--- src/rtl/prog_sequencer_pkg.sv ---
//------------------------------------------------------------------------------
// Module  : prog_seq_pkg
// Brief   : Shared types and constants for the program sequencer.
// Revision: 1.0
//------------------------------------------------------------------------------
`default_nettype none

package prog_seq_pkg;

  localparam int NUM_PROGS = 3;
  localparam int CNT_W     = 2;
  localparam int TIMEOUT   = 4096;
  localparam int TO_W      = 12;
  localparam int PARK_CNT  = 1;

  typedef enum logic [1:0] {
    IDLE = 2'd0,
    INIT = 2'd1,
    RUN  = 2'd2
  } seq_state_t;

endpackage

`default_nettype wire

--- src/rtl/prog_sequencer_if.sv ---
//------------------------------------------------------------------------------
// Module  : prog_sequencer_if
// Brief   : Control/status bundle between the sequencer and the PC/core side.
// Revision: 1.0
//------------------------------------------------------------------------------
`default_nettype none

interface prog_sequencer_if #(
  parameter int CNT_W = prog_seq_pkg::CNT_W
) ();

  logic             Start;
  logic             Stall;
  logic             Halt;
  logic [CNT_W-1:0] Counter;
  logic             Init;
  logic [1:0]       Prog_id;
  logic             Busy;
  logic             Done;
  logic             All_done;
  logic             Timeout;

  modport master (
    input  Start, Stall, Halt,
    output Counter, Init, Prog_id, Busy, Done, All_done, Timeout
  );

  modport slave (
    output Start, Stall, Halt,
    input  Counter, Init, Prog_id, Busy, Done, All_done, Timeout
  );

endinterface

`default_nettype wire

--- src/rtl/prog_sequencer_watchdog.sv ---
//------------------------------------------------------------------------------
// Module  : prog_watchdog
// Brief   : Per-program RUN-cycle counter; flags the last allowed cycle.
// Revision: 1.0
//------------------------------------------------------------------------------
`default_nettype none

module prog_watchdog #(
  parameter int TIMEOUT = 4096,
  parameter int TO_W    = 12
) (
  input  wire logic CLK,
  input  wire logic RST_N,
  input  wire logic clear,
  input  wire logic enable,
  output logic      expired
);

  localparam logic [TO_W-1:0] c_last = TO_W'(TIMEOUT - 1);

  logic [TO_W-1:0] r_count;

  always_ff @(posedge CLK or negedge RST_N) begin
    if (!RST_N) begin
      r_count <= '0;
    end else if (clear) begin
      r_count <= '0;
    end else if (enable) begin
      r_count <= r_count + TO_W'(1);
    end
  end

  assign expired = (r_count == c_last);

endmodule

`default_nettype wire

--- src/rtl/prog_sequencer.sv ---
//------------------------------------------------------------------------------
// Module  : prog_sequencer
// Brief   : Run controller: cycle counter, PC init pulse, program tracking.
// Revision: 1.0
//------------------------------------------------------------------------------
`default_nettype none

module prog_sequencer #(
  parameter int NUM_PROGS = prog_seq_pkg::NUM_PROGS,
  parameter int CNT_W     = prog_seq_pkg::CNT_W,
  parameter int TIMEOUT   = prog_seq_pkg::TIMEOUT,
  parameter int TO_W      = prog_seq_pkg::TO_W
) (
  input wire logic          CLK,
  input wire logic          RST_N,
  prog_sequencer_if.master  bus
);

  import prog_seq_pkg::*;

  localparam logic [CNT_W-1:0] c_park      = CNT_W'(PARK_CNT);
  localparam logic [1:0]       c_last_prog = 2'(NUM_PROGS - 1);

  seq_state_t       r_state;
  logic [CNT_W-1:0] r_counter;
  logic             r_init;
  logic [1:0]       r_prog_id;
  logic             r_busy;
  logic             r_done;
  logic             r_all_done;
  logic             r_timeout;

  logic w_wd_clear;
  logic w_wd_enable;
  logic w_wd_expired;

  assign w_wd_clear  = (r_state == IDLE) && bus.Start;
  assign w_wd_enable = (r_state == RUN);

  prog_watchdog #(
    .TIMEOUT (TIMEOUT),
    .TO_W    (TO_W)
  ) u_watchdog (
    .CLK     (CLK),
    .RST_N   (RST_N),
    .clear   (w_wd_clear),
    .enable  (w_wd_enable),
    .expired (w_wd_expired)
  );

  always_ff @(posedge CLK or negedge RST_N) begin
    if (!RST_N) begin
      r_state    <= IDLE;
      r_counter  <= c_park;
      r_init     <= 1'b0;
      r_prog_id  <= 2'd0;
      r_busy     <= 1'b0;
      r_done     <= 1'b0;
      r_all_done <= 1'b0;
      r_timeout  <= 1'b0;
    end else begin
      r_init <= 1'b0;
      r_done <= 1'b0;
      case (r_state)
        IDLE: begin
          r_counter <= c_park;
          r_busy    <= 1'b0;
          if (bus.Start) begin
            r_timeout <= 1'b0;
            r_counter <= '0;
            r_busy    <= 1'b1;
            // A fresh batch re-initialises the PC; mid-batch programs continue from where it halted.
            if (r_prog_id == 2'd0 || r_all_done) begin
              r_state    <= INIT;
              r_init     <= 1'b1;
              r_all_done <= 1'b0;
              r_prog_id  <= 2'd0;
            end else begin
              r_state <= RUN;
            end
          end
        end
        INIT: begin
          r_state   <= RUN;
          r_counter <= '0;
          r_busy    <= 1'b1;
        end
        RUN: begin
          if (bus.Halt) begin
            r_state   <= IDLE;
            r_counter <= c_park;
            r_busy    <= 1'b0;
            r_done    <= 1'b1;
            if (r_prog_id == c_last_prog) begin
              r_prog_id  <= 2'd0;
              r_all_done <= 1'b1;
            end else begin
              r_prog_id <= r_prog_id + 2'd1;
            end
          end else if (w_wd_expired) begin
            r_state   <= IDLE;
            r_counter <= c_park;
            r_busy    <= 1'b0;
            r_timeout <= 1'b1;
          end else if (!bus.Stall) begin
            r_counter <= r_counter + CNT_W'(1);
          end
        end
        default: begin
          r_state   <= IDLE;
          r_counter <= c_park;
          r_busy    <= 1'b0;
        end
      endcase
    end
  end

  assign bus.Counter  = r_counter;
  assign bus.Init     = r_init;
  assign bus.Prog_id  = r_prog_id;
  assign bus.Busy     = r_busy;
  assign bus.Done     = r_done;
  assign bus.All_done = r_all_done;
  assign bus.Timeout  = r_timeout;

endmodule

`default_nettype wire
--- src/flat_wrapper.sv ---
// flat-port wrapper written by rule: the top's interface ports become plain ports
module prog_sequencer_flat import prog_seq_pkg::*;
#(
  parameter int NUM_PROGS = prog_seq_pkg::NUM_PROGS,
  parameter int CNT_W     = prog_seq_pkg::CNT_W,
  parameter int TIMEOUT   = prog_seq_pkg::TIMEOUT,
  parameter int TO_W      = prog_seq_pkg::TO_W
)
  (CLK, RST_N, bus_Start, bus_Stall, bus_Halt, bus_Counter, bus_Init, bus_Prog_id, bus_Busy, bus_Done, bus_All_done, bus_Timeout);
  prog_sequencer_if #(.CNT_W(CNT_W)) bus_i ();
  input wire logic CLK;
  input wire logic RST_N;
  input wire logic [$bits(bus_i.Start)-1:0] bus_Start;
  input wire logic [$bits(bus_i.Stall)-1:0] bus_Stall;
  input wire logic [$bits(bus_i.Halt)-1:0] bus_Halt;
  output wire logic [$bits(bus_i.Counter)-1:0] bus_Counter;
  output wire logic [$bits(bus_i.Init)-1:0] bus_Init;
  output wire logic [$bits(bus_i.Prog_id)-1:0] bus_Prog_id;
  output wire logic [$bits(bus_i.Busy)-1:0] bus_Busy;
  output wire logic [$bits(bus_i.Done)-1:0] bus_Done;
  output wire logic [$bits(bus_i.All_done)-1:0] bus_All_done;
  output wire logic [$bits(bus_i.Timeout)-1:0] bus_Timeout;
  assign bus_i.Start = bus_Start;
  assign bus_i.Stall = bus_Stall;
  assign bus_i.Halt = bus_Halt;
  assign bus_Counter = bus_i.Counter;
  assign bus_Init = bus_i.Init;
  assign bus_Prog_id = bus_i.Prog_id;
  assign bus_Busy = bus_i.Busy;
  assign bus_Done = bus_i.Done;
  assign bus_All_done = bus_i.All_done;
  assign bus_Timeout = bus_i.Timeout;
  prog_sequencer #(.NUM_PROGS(NUM_PROGS), .CNT_W(CNT_W), .TIMEOUT(TIMEOUT), .TO_W(TO_W)) u_core (.CLK(CLK), .RST_N(RST_N), .bus(bus_i));
endmodule
--- config.mk ---
export PLATFORM = sky130hd
export DESIGN_NAME = prog_sequencer_flat
export DESIGN_NICKNAME = d
export VERILOG_FILES = /design/src/rtl/prog_sequencer_pkg.sv /design/src/rtl/prog_sequencer_if.sv /design/src/rtl/prog_sequencer_watchdog.sv /design/src/rtl/prog_sequencer.sv /design/src/flat_wrapper.sv
export SDC_FILE = /design/constraint.sdc
export NUM_CORES = 1
export LEC_CHECK = 0
export CAP_MARGIN = 15
export CORE_MARGIN = 5
export CORE_UTILIZATION = 57
export DETAILED_ROUTE_END_ITERATION = 8
export HOLD_SLACK_MARGIN = 0.06
export PLACE_DENSITY = 0.88
export REMOVE_ABC_BUFFERS = 1
export SYNTH_ARGS = -nofsm -noshare
export SYNTH_HDL_FRONTEND = slang
export SYNTH_SLANG_ARGS = --single-unit
--- constraint.sdc ---
create_clock -name CLK -period 3.08 [get_ports CLK]
set_input_delay 0.616 -clock CLK [delete_from_list [all_inputs] [get_ports CLK]]
set_output_delay 0.616 -clock CLK [all_outputs]
set_load 0.05 [all_outputs]
# Word-level counts from Yosys, hierarchy flattened

Index checks and enable logic that the tools add are counted.

Register bits after elaboration: 23
Bits in read-only memories: 0
Logic and storage cells: 69
Output and inout bits: 9
Bits of input ports: 5
Memories: 0
Latch bits: 0
Memory bits (writable): 0

Shift-type cells: 0
Div/mod/pow operators: 0
Eq/ne operators: 12
Bitwise gates (word level): 0
Reductions and logical operators: 10
Add/sub/neg operators: 3
Multipliers: 0
Order comparisons: 0
Multiplexer cells: 35

Operator list:

| operator                                                                | number |
|---|---|
| 12-bit two-way mux                                                      | 2 |
| 2-bit two-way mux                                                       | 11 |
| 1-bit two-way mux                                                       | 16 |
| 12-bit by 1-bit adder with 12-bit output, second input constant         | 1 |
| 12-bit equality test, second input constant                             | 1 |
| 2-bit one-hot mux with 3 select lines                                   | 2 |
| 2-bit inequality test, second input constant                            | 4 |
| 4-bit AND reduction                                                     | 2 |
| 5-bit AND reduction                                                     | 1 |
| 2-bit by 1-bit adder with 2-bit output, second input constant           | 2 |
| 2-bit equality test, second input constant                              | 2 |
| 2-bit zero test                                                         | 2 |
| 2-bit by 1-bit inequality test with 1-bit output, second input constant | 2 |
| 4-bit by 3-bit inequality test with 1-bit output, second input constant | 1 |
| 1-bit one-hot mux with 2 select lines                                   | 2 |
| 2-bit one-hot mux with 2 select lines                                   | 1 |
| 2-bit nonzero test                                                      | 2 |
| 3-bit by 2-bit inequality test with 1-bit output, second input constant | 1 |
| 1-bit one-hot mux with 3 select lines                                   | 1 |
| 2-bit by 1-bit equality test with 1-bit output, second input constant   | 1 |
| 2-bit AND reduction                                                     | 1 |
| 1-bit logical AND                                                       | 1 |
| 1-bit logical OR                                                        | 1 |

# Longest topological paths before layout

Gate-level depths: netlist of the first run.

Depth after elaboration: 5
Mapped depth: 6
Gate-level depth less buffers: 5

# Cells and area by module

Synthesis of the first run repeated with hierarchy kept, for this count alone.

Cells, all modules: 103
Area, all modules: 1057.3 um2

By module, submodules not included:

| module         | instances | sequential area each (um2) | area an instance (um2) | cells each |
|---|---|---|---|---|
| prog_watchdog  | 1         | 300.3                      | 598.1                  | 60 |
| prog_sequencer | 1         | 276.5                      | 459.2                  | 43 |

# Worst setup path before layout of the first run

No wires, ideal clock.

Path type: register to register
From: register u_core.u_watchdog.r_count[0]
To: register u_core.r_counter[0], in the netlist u_core.bus.Counter[0]
Buffers on the path: 0
Slack: 1.765 ns
Clock period less this slack: 1.315 ns
Cell stages (with the launch flop): 6
Library setup time: 0.072 ns
Required time: 3.008 ns
Data arrival time: 1.243 ns
Cell sequence: dfrtp_1 > ha_1 > nand2_1 > o41ai_4 > o21ai_1 > o21ai_1

Longest elaborated chain between the ends: 4
Elaborated cells between the ends (all ways): 5
Those cells by class: eq/ne: 2; mux: 3

RTL lines:

| element                               | line                          | RTL |
|---|---|---|
| start, declared                       | prog_sequencer_watchdog.sv:21 | `logic [TO_W-1:0] r_count;` |
| start signal, assigned                | prog_sequencer_watchdog.sv:29 | `r_count <= r_count + TO_W'(1);` |
| 12-bit equality test *                | prog_sequencer_watchdog.sv:33 | `assign expired = (r_count == c_last);` |
| 2-bit two-way mux                     | prog_sequencer.sv:100         | `end else if (w_wd_expired) begin` |
| 2-bit two-way mux                     | prog_sequencer.sv:89          | `if (bus.Halt) begin` |
| 2-bit one-hot mux with 3 select lines | prog_sequencer.sv:64          | `case (r_state)` |
| end signal, assigned                  | prog_sequencer.sv:66          | `r_counter <= c_park;` |
| end signal, assigned                  | prog_sequencer.sv:91          | `r_counter <= c_park;` |
| end signal, assigned                  | prog_sequencer.sv:102         | `r_counter <= c_park;` |
| end, declared                         | prog_sequencer.sv:25          | `logic [CNT_W-1:0] r_counter;` |

Mark *: on every way between the ends. The rest lies on a longest branch, timed or not.
A chain may end at the register's enable or synchronous reset.

# Worst setup path in the final report of the first run

From: register u_core.r_counter[0], in the netlist u_core.bus.Counter[0]
To: output port bus_Counter[0]

RTL lines:

| element                | line                 | RTL |
|---|---|---|
| start signal, assigned | prog_sequencer.sv:54 | `r_counter <= c_park;` |
| start signal, assigned | prog_sequencer.sv:66 |  |
| start signal, assigned | prog_sequencer.sv:91 |  |
| end, declared          | flat_wrapper.sv:16   | `output wire logic [$bits(bus_i.Counter)-1:0] bus_Counter;` |

No word-level cell between the ends.

==> flow_summary.ini, run 1 <==
[flow_run]
drv_cap = 0

[critical_path]
cp.arrival_ps = 1710
cp-start-kind = register
max_stage_delay_ps = 810
slowest_stage = clkdlybuf4s50_1
cp_max_fo = 5
cp.required_ps = 2460
worstSetupPathType = register to output pin
path_delay_family = buffers and inverters
critPathBufInv = 1
end_kind = output pin
path_cells = clkdlybuf4s50_1

[detailed_routing]
drt_iter0_markers = 15
via_per_inst = 5.86
wl_per_cell_um = 14.2
detail-route-antenna-nets = 0
routed_wirelength_um = 2080
route.vias.total = 855
drc = 0
dr.pass1.iters = 4

[sta]
rsz0062_at_grt = no
tns_ps = 0
final_max_slew_viol_count = 0
finalHoldViolations = 0
setup_viol = 0
period_needed_ps = 2320
max_freq_mhz = 430
worst_pin_slew_ps = 584
hold_slack_ps = 506
fin_worst_skew_ps = 1.29
setup_ws_ps = 757
max_slew_margin_pct = 61.0
fin_crit_sh_pct = 75.4

[power_and_ir_drop]
leakage_nw = 0.555
power.density_nw_per_um2 = 836
p_comb_share_pct = 43.3
power_frac_clock_pct = 13.3
p_switching_mw = 0.465
max-vdd-ir-drop_uv = 599
p_sw_share_pct = 44.3
power.internal_mw = 0.584
sequentialPowerShare_pct = 43.4

[synthesis]
yosysMostFrequentCell = dfrtp_1
synth_top_cells_by_count = dfrtp_1, nand2_1, nor2_1
synth_top_area_share_pct = 51.0
ys_ff_latch = 23
async_reset_ff_share_pct = 100
ys.flop_type = dfrtp_1
synthDistinctLibCells = 31
syn_inst = 106
yosysSeqAreaShare_pct = 53.4
synth_top_area_cell = dfrtp_1
synth_edf_count = 0
avgSynthCellArea_um2 = 10.2
synth_warnings = 0
synth.area.top_cells = dfrtp_1, nand2_1, nand3_1, nor2_1, o21ai_0
syn-cell-area_um2 = 1080

[global_route]
grt_pass1_vias = 910
antenna_found_initial = 0
overflow = 0
grtUsageTotal_pct = 18.0
grt_pass1_wl_um = 3810
grt_max_degree = 24

[cells_and_area]
drive_gt1_share_pct = 9.92
multi_input_area_um2 = 478
nets = 128
num_antenna_cells = 0
fillCellCount = 142
seq_area_um2 = 577
area_growth_syn_to_layout_pct = 16.2

[die]
dieHeight_um = 53.5
pin_count = 14
rows = 15
core_region_area_um2 = 1760
die_area_um2 = 2860
start_util_pct = 61.2
die_w_um = 53.5

[placement]
dp_hpwl_um = 1540
numPortBuffers = 13
post-place-ws_ps = 1110
gp_congestion = 0.754

[clock_network]
clockBufferDepth = 2
post-cts-setup-buffers = 0
cts_tree = yes
clk_latency_ps = 300
ctsResizeCount = 0
htree_levels = 1
clk_pin_slew_worst_paths_ps = 130
clkSinkCount = 23
clock-root-buffer = clkbuf_4
cts_buffers = 3
cts_hold_buffers = 0

[outcome]
status = finished, final reports clean

[hold_path]
hp-class = register to register
==> path summary, 6_finish.rpt <==
check	from	slack [ps]	cells after the start	end
worst max-delay path	u_core.bus.Counter[0]	760	1	bus_Counter[0]
worst min-delay path	u_core.bus.Counter[0]	510	2	u_core.bus.Counter[0]
worst max register to register	u_core.r_state[0]	1370	4	u_core.u_watchdog.r_count[11]
worst min register to register	u_core.bus.Counter[0]	510	2	u_core.bus.Counter[0]
max in group asynchronous	RST_N	2160	2	u_core.bus.Counter[0]
min in group asynchronous	RST_N	640	2	u_core.u_watchdog.r_count[4]
==> flip-flops by register name, indices dropped and copies added, names as in the netlist <==
register / flops
u_core.bus.Init: 1
u_core.bus.All_done: 1
u_core.bus.Counter: 2
u_core.bus.Prog_id: 2
u_core.r_state: 2
u_core.bus.Timeout: 1
u_core.bus.Done: 1
u_core.bus.Busy: 1
u_core.u_watchdog.r_count: 12
==> worst min-delay path, stage by stage, from the launching register on <==
cell	delay (ps)
dfstp_2	410
nand2_1	60
o21ai_1	50
==> logic make-up after synthesis <==
| group | synth area share [%] |
|---|---|
| AOI/OAI and AO/OA | 17.3 |
| adders and majority gates | 1.16 |
| buffers and inverters | 2.32 |
| DFF | 53.4 |
| muxes | 1.85 |
| and+or+nand+nor | 24.0 |
==> final cells by class <==
cell class | instances | area share (%)
clock buffers | 3 | 1.79
clock inverters | 1 | 0.399
inverters | 1 | 0.299
multi-input cells | 79 | 38.1
flip-flops and latches | 23 | 46.0
well taps | 25 | 2.49
repair buffers | 14 | 11.0
==> routing by layer <==
metal,track usage [%],wire (µm),up-vias
li1,-,-,419
met3,4.23,89,4
met1,21.6,912,414
met5,0,0,-
met4,4.68,24,0
met2,32.0,1050,18
==> power by group through the flow <==
stage	clock (mW)	sequential, mW	combinational (mW)
final	0.139	0.456	0.454
after global routing	0.155	0.473	0.488
after CTS	0.140	0.456	0.457
after detailed placement	0	0.461	0.456
after global placement	0	0.455	0.447
after floorplan	0	0.586	0.184
==> cells in the final DEF (no fill, tap or decap), drive strengths merged, types with 2 or more instances in the layout <==
cell           netlist  layout
o31ai                2       2
and3                 3       3
nand2               13      13
nor2b                2       2
clkbuf               0       3
mux2i                2       2
nand3               10      10
nand4                4       4
clkdlybuf4s50        0      13
o21ai               13      13
a22o                 3       3
dfrtp               22      22
a21oi                4       4
and2                 2       2
nor2                10      10
o211ai               2       2
nor3b                2       2
==> stage by stage <==
step                util [%]  total power, mW  cell area [µm²]  instances
floorplan                  -            0.770             1060        103
global placement        69.6            0.902             1230        142
detailed placement      69.6            0.917             1230        142
CTS                     71.1             1.05             1250        146
global route            71.1             1.12             1250        146
finish                  71.1             1.05             1250        146
No activity file was read; power rests on OpenSTA's default activity.
==> run 2, diff against run 1 <==
--- a/config.mk
+++ b/config.mk
@@ -7,10 +7,10 @@
 export LEC_CHECK = 0
 export CAP_MARGIN = 15
 export CORE_MARGIN = 5
-export CORE_UTILIZATION = 57
+export CORE_UTILIZATION = 48
 export DETAILED_ROUTE_END_ITERATION = 8
 export HOLD_SLACK_MARGIN = 0.06
-export PLACE_DENSITY = 0.88
+export PLACE_DENSITY = 0.8
 export REMOVE_ABC_BUFFERS = 1
 export SYNTH_ARGS = -nofsm -noshare
 export SYNTH_HDL_FRONTEND = slang
==> constraint.sdc (replaced) <==
create_clock -name CLK -period 2.13 [get_ports CLK]
set_input_delay 0.426 -clock CLK [delete_from_list [all_inputs] [get_ports CLK]]
set_output_delay 0.426 -clock CLK [all_outputs]
set_load 0.05 [all_outputs]
==> flow_summary.ini, run 2 (synthesis gave the netlist of run 1 again) <==
[detailed_routing]
route.vias.total = 848
drt_iter0_markers = 16
detail-route-antenna-nets = 0
routed_wirelength_um = 2000
drc = 0
wl_per_cell_um = 13.3
dr.pass1.iters = 4
via_per_inst = 5.65

[critical_path]
cp-start-kind = register
cp.arrival_ps = 1580
path_delay_family = buffers and inverters
critPathBufInv = 1
slowest_stage = clkdlybuf4s50_1
worstSetupPathType = register to output pin
max_stage_delay_ps = 830
end_kind = output pin
cp_max_fo = 5
cp.required_ps = 1700
path_cells = clkdlybuf4s50_1

[clock_network]
clockBufferDepth = 2
cts_buffers = 3
clk_pin_slew_worst_paths_ps = 120
cts_tree = yes
ctsResizeCount = 0
htree_levels = 1
clk_latency_ps = 300
cts_hold_buffers = 0
clkSinkCount = 23
post-cts-setup-buffers = 0
clock-root-buffer = clkbuf_4

[cells_and_area]
seq_area_um2 = 577
regMostFlops = u_core.u_watchdog.r_count
final_cell_mix = dfrtp_1, nand2_1, clkdlybuf4s50_1
multi_input_area_um2 = 478
fillCellCount = 199
num_antenna_cells = 0
area_growth_syn_to_layout_pct = 16.9
final_cell_count_no_fill = 150
nets = 129
layout.cells.most_common = dfrtp_1
drive_gt1_share_pct = 10.7
largest_register_ffs = 12

[power_and_ir_drop]
leakage_nw = 0.558
power.density_nw_per_um2 = 1210
total_power_mw = 1.52
max-vdd-ir-drop_uv = 1000

[sta]
setup_viol = 0
fin_worst_skew_ps = 6.51
worst_pin_slew_ps = 499
max_slew_margin_pct = 66.6
final_max_slew_viol_count = 0
fin_crit_sh_pct = 94.2
tns_ps = 0
max_freq_mhz = 498
period_needed_ps = 2010
rsz0062_at_grt = no
finalHoldViolations = 0

[die]
dieHeight_um = 57.4
die_w_um = 57.4
die_area_um2 = 3300
core_region_area_um2 = 2170
pin_count = 14
rows = 17
start_util_pct = 49.8

[placement]
numPortBuffers = 13
dp_hpwl_um = 1450
gp_congestion = 0.784
dp.cells = 146

[flow_run]
drv_cap = 0

[global_route]
grt_max_degree = 24
overflow = 0
grt_pass1_vias = 866
antenna_found_initial = 0
grt_pass1_wl_um = 3590
grtUsageTotal_pct = 13.8

[hold_path]
hp-class = input port to asynchronous set/reset pin

[outcome]
status = finished, final reports clean
[run 2: changes by cell type in the layout (fill, tap and decap cells not counted), sizes merged]
cell,previous run,this run
clkbuf,3,4
buf,1,3
clkinv,1,0
clkdlybuf4s50,13,12
[run 2: metrics by stage]
stage	setup slack [ps]	util, %	hold WS [ps]	instance area [µm²]
final	124	58.2	463	1260
after detailed placement	446	57.0	473	1240
after global placement	481	57.0	470	1240
after CTS	119	58.2	467	1260
after global routing	41.7	58.2	464	1260
after floorplan	742	-	130	1060
[run 2: area by class of cell]
type | instances | share of cell area, %
Sequential cell | 23 | 45.7
Multi-Input combinational cell | 79 | 37.9
Timing Repair Buffer | 15 | 11.3
Tap cell | 28 | 2.78
Clock buffer | 4 | 2.08
Inverter | 1 | 0.297
[run 2: metal layers]
metal | global-route usage [%] | wire length [µm] | vias up
met5 | 0 | 0 | -
met1 | 17.3 | 940 | 411
met3 | 3.17 | 89 | 2
met4 | 4.97 | 10 | 0
met2 | 23.1 | 956 | 22
li1 | - | - | 413
[run 2: worst paths after layout]
path | start | endpoint | slack, ps | cells after the start
worst min register to register | u_core.u_watchdog.r_count[10] | u_core.u_watchdog.r_count[10] | 490 | 1
min in group CLK | u_core.u_watchdog.r_count[10] | u_core.u_watchdog.r_count[10] | 490 | 1
worst min-delay path | RST_N | u_core.u_watchdog.r_count[3] | 460 | 2
max in group asynchronous | RST_N | u_core.bus.Counter[0] | 1380 | 2
worst max-delay path | u_core.bus.All_done | bus_All_done | 120 | 1
worst max register to register | u_core.u_watchdog.r_count[0] | u_core.bus.Counter[0] | 670 | 5
[run 2: power breakdown]
part           switching, mW  total [mW]  internal, mW
Sequential             0.115       0.661         0.546
Clock                  0.124       0.197        0.0729
Combinational          0.428       0.666         0.238
Total                  0.667        1.52         0.856
